File: src/rtl/cache_rd_ctrl.sv
// Direct-mapped read cache controller with multi-word line refill,
// tag-checked per-address flush and saturating hit/miss counters.
module cache_rd_ctrl #(
  parameter int ADDR_W = 32,
  parameter int DATA_W = 32,
  parameter int SETS   = 16,
  parameter int WORDS  = 4
) (
  input  logic              iClk,
  input  logic              iRst,
  input  logic              iReq,
  input  logic [ADDR_W-1:0] iAddress,
  output logic              oReady,
  output logic              oValid,
  output logic [DATA_W-1:0] oData,
  output logic              oHit,
  input  logic              iFlush,
  input  logic [ADDR_W-1:0] iFlushAddress,
  output logic              oMemReq,
  output logic [ADDR_W-1:0] oMemAddress,
  input  logic              iMemValid,
  input  logic [DATA_W-1:0] iMemData,
  output logic [31:0]       oHitCount,
  output logic [31:0]       oMissCount
);

  localparam int IDX_W = $clog2(SETS);
  localparam int OFF_W = (WORDS > 1) ? $clog2(WORDS) : 0;
  // The word counter keeps at least one bit so single-word lines still have a legal vector.
  localparam int CNT_W = (OFF_W > 0) ? OFF_W : 1;
  localparam int TAG_W = ADDR_W - IDX_W - OFF_W - 2;
  localparam logic [CNT_W-1:0] LAST_WORD = CNT_W'(WORDS - 1);

  typedef enum logic [1:0] {
    IDLE,
    LOOKUP,
    REFILL,
    RESPOND
  } stateT;

  stateT state;

  logic [SETS-1:0]   validArr;
  logic [TAG_W-1:0]  tagArr  [SETS];
  logic [DATA_W-1:0] dataArr [SETS][WORDS];

  logic [TAG_W-1:0] reqTag;
  logic [IDX_W-1:0] reqIdx;
  logic [CNT_W-1:0] reqOff;
  logic [CNT_W-1:0] cnt;
  logic             pendInv;

  logic [IDX_W-1:0] flushIdx;
  logic [TAG_W-1:0] flushTag;
  logic             flushOldMatch;
  logic             flushReqMatch;
  logic             lookupHit;
  logic             wordAccept;
  logic             lastWord;
  logic             unusedAddrBits;

  function automatic logic [TAG_W-1:0] tagOf(input logic [ADDR_W-1:0] a);
    return TAG_W'(a >> (IDX_W + OFF_W + 2));
  endfunction

  function automatic logic [IDX_W-1:0] idxOf(input logic [ADDR_W-1:0] a);
    return IDX_W'(a >> (OFF_W + 2));
  endfunction

  // With single-word lines the mask is zero, so the offset is always word 0.
  function automatic logic [CNT_W-1:0] offOf(input logic [ADDR_W-1:0] a);
    return CNT_W'(a >> 2) & LAST_WORD;
  endfunction

  function automatic logic [ADDR_W-1:0] lineAddr(input logic [TAG_W-1:0] t,
                                                 input logic [IDX_W-1:0] i,
                                                 input logic [CNT_W-1:0] w);
    return (ADDR_W'({t, i}) << (OFF_W + 2)) | (ADDR_W'(w & LAST_WORD) << 2);
  endfunction

  assign flushIdx      = idxOf(iFlushAddress);
  assign flushTag      = tagOf(iFlushAddress);
  // A flush hits whatever tag is stored right now, even mid-refill (the old tag).
  assign flushOldMatch = iFlush && (tagArr[flushIdx] == flushTag);
  // A flush naming the very line being refilled must leave it invalid afterwards.
  assign flushReqMatch = iFlush && (flushIdx == reqIdx) && (flushTag == reqTag);
  assign lookupHit     = validArr[reqIdx] && (tagArr[reqIdx] == reqTag);
  assign wordAccept    = (state == REFILL) && oMemReq && iMemValid;
  assign lastWord      = (cnt == LAST_WORD);
  assign unusedAddrBits = ^{iAddress[1:0], iFlushAddress[OFF_W+1:0]};

  // Control FSM: request capture, lookup, refill handshake, response and valid bits.
  always_ff @(posedge iClk or posedge iRst) begin
    if (iRst) begin
      state       <= IDLE;
      validArr    <= '0;
      oReady      <= 1'b1;
      oValid      <= 1'b0;
      oHit        <= 1'b0;
      oData       <= '0;
      oMemReq     <= 1'b0;
      oMemAddress <= '0;
      oHitCount   <= '0;
      oMissCount  <= '0;
      reqTag      <= '0;
      reqIdx      <= '0;
      reqOff      <= '0;
      cnt         <= '0;
      pendInv     <= 1'b0;
    end else begin
      oValid <= 1'b0;
      if (flushOldMatch) begin
        validArr[flushIdx] <= 1'b0;
      end
      case (state)
        IDLE: begin
          if (iReq) begin
            reqTag <= tagOf(iAddress);
            reqIdx <= idxOf(iAddress);
            reqOff <= offOf(iAddress);
            oReady <= 1'b0;
            state  <= LOOKUP;
          end
        end
        LOOKUP: begin
          if (lookupHit) begin
            oData  <= dataArr[reqIdx][reqOff];
            oHit   <= 1'b1;
            oValid <= 1'b1;
            if (oHitCount != 32'hFFFF_FFFF) begin
              oHitCount <= oHitCount + 32'd1;
            end
            state <= RESPOND;
          end else begin
            if (oMissCount != 32'hFFFF_FFFF) begin
              oMissCount <= oMissCount + 32'd1;
            end
            cnt     <= '0;
            pendInv <= 1'b0;
            oHit    <= 1'b0;
            state   <= REFILL;
          end
        end
        REFILL: begin
          if (flushReqMatch) begin
            pendInv <= 1'b1;
          end
          if (!oMemReq) begin
            oMemReq     <= 1'b1;
            oMemAddress <= lineAddr(reqTag, reqIdx, cnt);
          end else if (iMemValid) begin
            if (cnt == reqOff) begin
              oData <= iMemData;
            end
            if (lastWord) begin
              oMemReq          <= 1'b0;
              validArr[reqIdx] <= ~(pendInv | flushReqMatch);
              oHit             <= 1'b0;
              oValid           <= 1'b1;
              state            <= RESPOND;
            end else begin
              cnt         <= cnt + 1'b1;
              oMemAddress <= lineAddr(reqTag, reqIdx, cnt + 1'b1);
            end
          end
        end
        RESPOND: begin
          oReady <= 1'b1;
          state  <= IDLE;
        end
        default: begin
          state <= IDLE;
        end
      endcase
    end
  end

  // Tag and data storage are written only by refill and are deliberately not reset.
  always_ff @(posedge iClk) begin
    if (wordAccept) begin
      dataArr[reqIdx][cnt] <= iMemData;
      if (lastWord) begin
        tagArr[reqIdx] <= reqTag;
      end
    end
  end

endmodule

File: config.mk
export PLATFORM = sky130hd
export DESIGN_NAME = cache_rd_ctrl
export DESIGN_NICKNAME = d
export VERILOG_FILES = /design/src/rtl/cache_rd_ctrl.sv
export SDC_FILE = /design/constraint.sdc
export NUM_CORES = 2
export LEC_CHECK = 0
export CAP_MARGIN = 5
export CORE_ASPECT_RATIO = 1.2
export CORE_MARGIN = 2
export CORE_UTILIZATION = 53
export DETAILED_ROUTE_END_ITERATION = 16
export GPL_ROUTABILITY_DRIVEN = 0
export PLACE_DENSITY = 0.81
export SLEW_MARGIN = 20
export SYNTH_ARGS = -nofsm -noshare
export SYNTH_HDL_FRONTEND = slang
export SYNTH_SLANG_ARGS = --single-unit
File: constraint.sdc
create_clock -name iClk -period 20.1 [get_ports iClk]
set_clock_uncertainty 0.15 [all_clocks]
set_input_delay 5.025 -clock iClk [delete_from_list [all_inputs] [get_ports iClk]]
set_output_delay 5.025 -clock iClk [all_outputs]
set_load 0.05 [all_outputs]
### Word level (Yosys, flattened, before mapping)

Memories as Yosys holds them, arrays and structs flattened.
Index checks and enable logic that the tools add are counted.

| storage, ports and cells | value |
|---|---|
| bits in registers | 183 |
| latch bits | 0 |
| memory bits (writable) | 2432 |
| memory bits (read-only) | 0 |
| input bits | 101 |
| output and inout bits | 132 |
| word-level logic and storage cells | 137 |
| memories | 2 |

| operators by class | value |
|---|---|
| add/subtract/negate cells | 3 |
| multiply operators | 0 |
| div/mod/pow operators | 0 |
| magnitude comparators | 7 |
| equality and inequality tests | 22 |
| shift operators | 0 |
| mux-type cells | 57 |
| bitwise gates (word level) | 9 |
| reduce and logical (&&, ||, !) cells | 22 |

Memories:

| name | words | bits a word | rd ports | clocked after Yosys merged registers in | wr ports | line | RTL |
|---|---|---|---|---|---|---|---|
| dataArr | 16 | 128 | 1 | 0 | 1 | 45 | `logic [DATA_W-1:0] dataArr [SETS][WORDS];` |
| tagArr | 16 | 24 | 2 | 0 | 1 | 44 | `logic [TAG_W-1:0] tagArr [SETS];` |

Operators with widths:

| kind | count |
|---|---|
| $mux W32 | 10 |
| $mux W128 | 1 |
| $mux W16 | 5 |
| $eq A24 B24 Y1 | 3 |
| $add A32 B1 Y32 const B | 2 |
| $bmux W32 S2 | 1 |
| $demux W32 S2 | 1 |
| $ne A32 B32 Y1 const B | 2 |
| $or A32 B4 Y32 | 2 |
| $pmux W32 S2 | 1 |
| $mux W1 | 20 |
| $ne A2 B2 Y1 const B | 9 |
| $and A16 B16 Y16 | 1 |
| $bwmux W16 | 1 |
| $mux W2 | 8 |
| $not A16 Y16 | 1 |
| $reduce_and A3 Y1 | 4 |
| $lt A4 B5 Y1 const B | 2 |
| $reduce_and A5 Y1 | 2 |
| $logic_and A1 B1 Y1 | 9 |
| $demux W1 S4 | 2 |
| $ge A4 B1 Y1 const B | 2 |
| $pmux W1 S2 | 4 |
| $pmux W2 S4 | 1 |
| other kinds (17) | 26 |

### Logic depth before layout (Yosys ltp)

| logic depth | value |
|---|---|
| word-level depth | 12 |
| depth in mapped cells | 15 |
| mapped depth without buffers | 9 |

### Least setup slack after synthesis

No wires, ideal clock.

| timing | value |
|---|---|
| path type | input -> register |
| start | input iMemValid |
| end | register validArr[7] |
| library setup time | 0.335 ns |
| arrival time | 9.726 ns |
| required time | 19.615 ns |
| setup slack | 9.889 ns |
| stages on the path | 4 |
| path buffers | 0 |
| cells stage by stage | and3_1 > nand2_1 > nor3_1 > o21ai_0 |

| on the way | value |
|---|---|
| cells in the longest elaborated chain, start to end | 3 |

RTL lines:

| element | line | RTL |
|---|---|---|
| from (decl) | 21 | `input logic iMemValid,` |
| $mux W16 | 151 | `end else if (iMemValid) begin` |
| $mux W16 | 148 | `if (!oMemReq) begin` |
| $mux W16 | 115 | `case (state)` |
| to (signal, indexed assignment) | 157 | `validArr[reqIdx] <= ~(pendInv \| flushReqMatch);` |
| to (decl) | 43 | `logic [SETS-1:0] validArr;` |

No other way between the ends.
A chain may end at the register's enable or synchronous reset.

### Worst setup path in the final report

| timing | value |
|---|---|
| start | input iFlushAddress[4] |
| end | register validArr[6] |

| on the way | value |
|---|---|
| cells in the longest elaborated chain, start to end | 12 |
| elaborated cells between the ends (all ways) | 21 |
| classes of those cells | 2 x order compare; 2 x eq/ne; 8 x mux; 4 x bitwise; 4 x reduce/logical; 1 x memory |

RTL lines:

| element | line | RTL |
|---|---|---|
| from (decl) | 18 | `input logic [ADDR_W-1:0] iFlushAddress,` |
| $lt A4 B5 Y1 (implied by the code) / $ge A4 B1 Y1 (equally long branches) | 113 | `validArr[flushIdx] <= 1'b0;` |
| $logic_and A1 B1 Y1 (implied by the code) | 113 |  |
| $mux W1 (implied by the code) | 113 |  |
| $demux W1 S4 | 113 |  |
| $not A16 Y16 (no line) | -- |  |
| $and A16 B16 Y16 (no line) | -- |  |
| $mux W16 | 112 | `if (flushOldMatch) begin` |
| $bwmux W16 | 157 |  |
| $mux W16 | 155 | `if (lastWord) begin` |
| $mux W16 | 151 |  |
| $mux W16 | 148 |  |
| $mux W16 * | 115 |  |

Mark *: on every way between the ends. The rest lies on a longest branch, timed or not.

==> flow_summary_export.csv <==
group,metric,value,unit
critical_path,arrival,9.83,ns
routing,drc,0,
logic_synthesis,synth-edff-count,2432,
timing,hold_viol,0,
clock_network,cts-htree-levels,4,
timing,hold_ws,0.340,ns
logic_synthesis,synthArstFlopShare,6.93,%
critical_path,path_class,"primary input to flip-flop",
clock_network,path_clk_slew,0.07,ns
logic_synthesis,synth_most_common_cell,"edfxtp_1",
clock_network,cts_buffers,233,
timing,fmax,0.108,GHz
finish,nFillCells,12500,
timing,tightestPinTransition,1.18,ns
clock_network,ctsLongestPathBuffers,3,
floorplan,die_h,491,µm
finish,multi_input_area,0.0265,mm²
logic_synthesis,synth_commonest_cells,"2432 x edfxtp_1, 862 x mux4_2, 180 x dfrtp_1, 140 x clkbuf_1, 133 x mux2_2",
logic_synthesis,synth_area,0.105,mm²
grt,grt_pass1_vias,55800,
routing,wl_per_cell,36.7,µm
power,p_leak,37.8,nW
clock_network,cts_resized,0,
floorplan,die_width,410,µm
outcome,status,"complete, no violations",
finish,area_growth,13.2,%
timing,drv_slew,0,
logic_synthesis,syn_area_per_cell,22.5,µm²
timing,max-slew-margin-rel,20.6,%
finish,seq_area,0.0776,mm²
routing,initialDrtViolationCount,8924,
routing,avgViaCountPerCell,6.92,
clock_network,cts-root-buf,"clkbuf_16",
grt,grt_max_degree,143,
clock_network,clock_latency,0.91,ns
logic_synthesis,yosysTopAreaCellShare,69.7,%
routing,ant_nets,0,
place,dp_hpwl,146000,µm
timing,setup_tns,0,ns
critical_path,start_kind,"primary input",
finish,drive_gt1_share,31.0,%
place,portBuffers,224,
floorplan,num_io_pins,233,
logic_synthesis,synthFlopType,"edfxtp_1",
critical_path,setup.worst_path.end_class,"flip-flop",
grt,grt.total_usage,28.6,%
grt,globalRouteOverflowTotal,0,
logic_synthesis,yosysTopAreaCell,"edfxtp_1",
power,total_power,16.0,mW
finish,nets,5114,
timing,period_minus_slack,9.23,ns
finish,fin_util,60.5,%
logic_synthesis,synth-seq-area-share,74.0,%
power,pwr_density_cell,135,mW/mm²
grt,grt_first_pass_wirelength,409000,µm
clock_network,cts_hold_buffers,0,
timing,setup_violations,0,
worst_hold_path,hp-class,"flip-flop to flip-flop",
floorplan,die-area,0.201,mm²
routing,wl,287000,µm
timing,period_share,45.9,%
run,max-cap-violations,0,
routing,firstDrtPassIters,6,
clock_network,clock_sinks,2613,
logic_synthesis,synthTopCellsByArea,"edfxtp_1 70%, mux4_2 19%, dfrtp_1 4.3%, mux2_2 1.4%, mux2i_1 0.94%",
clock_network,post_cts_buffers,0,
logic_synthesis,yosys_warnings,0,
floorplan,rows,178,
critical_path,worst-path-max-fanout,59,
logic_synthesis,ys_ff_latch,2613,
critical_path,required,20.69,ns
routing,vias,54100,
grt,antenna_found_initial,29,
logic_synthesis,synth.distinct_cells,73,
clock_network,cts_tree,"done",
power,vdd_drop_max,180,µV
floorplan,initial_core_util,53.4,%
logic_synthesis,syn_inst,4655,
floorplan,core_area,0.196,mm²
timing,rsz0062_at_grt,"false",
-- metal layers --
metal | vias to the layer above | global-route usage (%) | wire length, µm
met5 | - | 0 | 153
met2 | 4604 | 46.8 | 144000
li1 | 20400 | - | -
met4 | 22 | 13.3 | 14300
met3 | 862 | 6.34 | 35000
met1 | 28200 | 36.7 | 94100
-- through the flow --
| stage | instances | instance area, µm² | worst slack [ns] |
|---|---|---|---|
| 3_5_place_dp | 7374 | 111000 | 9.99 |
| 5_1_grt | 7823 | 119000 | 10.61 |
| 3_3_place_gp | 7368 | 111000 | 10.03 |
| 4_1_cts | 7809 | 119000 | 10.95 |
| 6_report | 7824 | 119000 | 10.87 |
| 2_1_floorplan | 4656 | 105000 | 9.89 |
-- flip-flops by register name, summed over array words and instances, names as in the netlist, 16 cells and up --
name and cells:
dataArr 2048, oData 32, oMemAddress 30, reqTag 24
tagArr 384, oHitCount 32, validArr 16, oMissCount 32
-- critical path, cell delays in order --
cell,delay [ns]
buf_6,0.60
buf_4,0.84
mux4_2,0.63
mux4_2,0.56
xnor2_1,0.16
nand4_1,0.22
or4_1,0.49
nor3_1,0.47
nand3_1,0.28
o21ai_0,0.30
o21ai_0,0.14
-- report_power, final --
group / internal [mW] / leakage (nW) / switching, mW
logic: 2.20 / 9.85 / 2.72
registers: 6.21 / 24.1 / 0.297
clock network: 2.50 / 3.78 / 2.08
-- final cells by class --
| type | instances | area share [%] |
|---|---|---|
| Sequential cell | 2613 | 65.4 |
| Multi-Input combinational cell | 1744 | 22.3 |
| Clock buffer | 283 | 5.14 |
| Timing Repair Buffer | 373 | 2.87 |
| Tap cell | 2610 | 2.75 |
| Clock inverter | 152 | 1.43 |
| Inverter | 38 | 0.133 |
| Antenna cell | 11 | 0.0232 |
-- worst paths after layout --
path                                       start             end  slack [ns]  depth (start not counted)
worst max-delay path            iFlushAddress[4]     validArr[6]       10.87                         11
worst min-delay path              oMissCount[19]  oMissCount[19]        0.34                          1
worst max register to register         reqIdx[1]   oHitCount[25]       12.49                         11
worst min register to register    oMissCount[19]  oMissCount[19]        0.34                          1
max in group asynchronous                   iRst       reqOff[0]       13.72                          3
min in group asynchronous                   iRst   oHitCount[22]        4.54                          2
-- kinds of logic (layout without fill, tap and decap cells) --
group,Yosys count,count (layout),share of synthesized area (%)
adder cells (fa/ha/maj),10,10,0.119
multiplexers,1093,1093,20.9
flip-flops,2613,2613,74.0
AND/OR/NAND/NOR,367,367,1.77
XOR/XNOR,136,136,1.14
buffers and inverters,299,846,1.20
other,1,13,0.00358
AO/OA/AOI/OAI,136,136,0.896
-- placed cells by master, fill, tap and decap left out, types with 6 or more instances in the layout --
master and count:
clkinvlp_4 9, ha_1 9, buf_2 20, clkinv_16 11, dfrtp_1 174, xnor2_1 50
nor3_1 29, nand2_1 83, clkinv_2 48, clkdlybuf4s50_1 188, buf_12 8, o21ai_1 8
clkbuf_16 235, nand4_1 17, xor2_1 86, buf_4 151, clkinv_4 6, a22oi_1 31
bufinv_16 25, a21oi_1 21, inv_1 36, nand2b_1 9, and4_1 6, clkinv_1 44
o21ai_0 22, nor2_4 48, edfxtp_1 2432, and3_1 17, mux2_2 133, mux4_2 862
nor2b_1 9, nor2_1 31, nor4_1 35, diode_2 11, mux2i_1 98, nor3_2 16
nand3_1 35, clkbuf_1 44
Note: power is estimated with default switching activity, not from simulation.
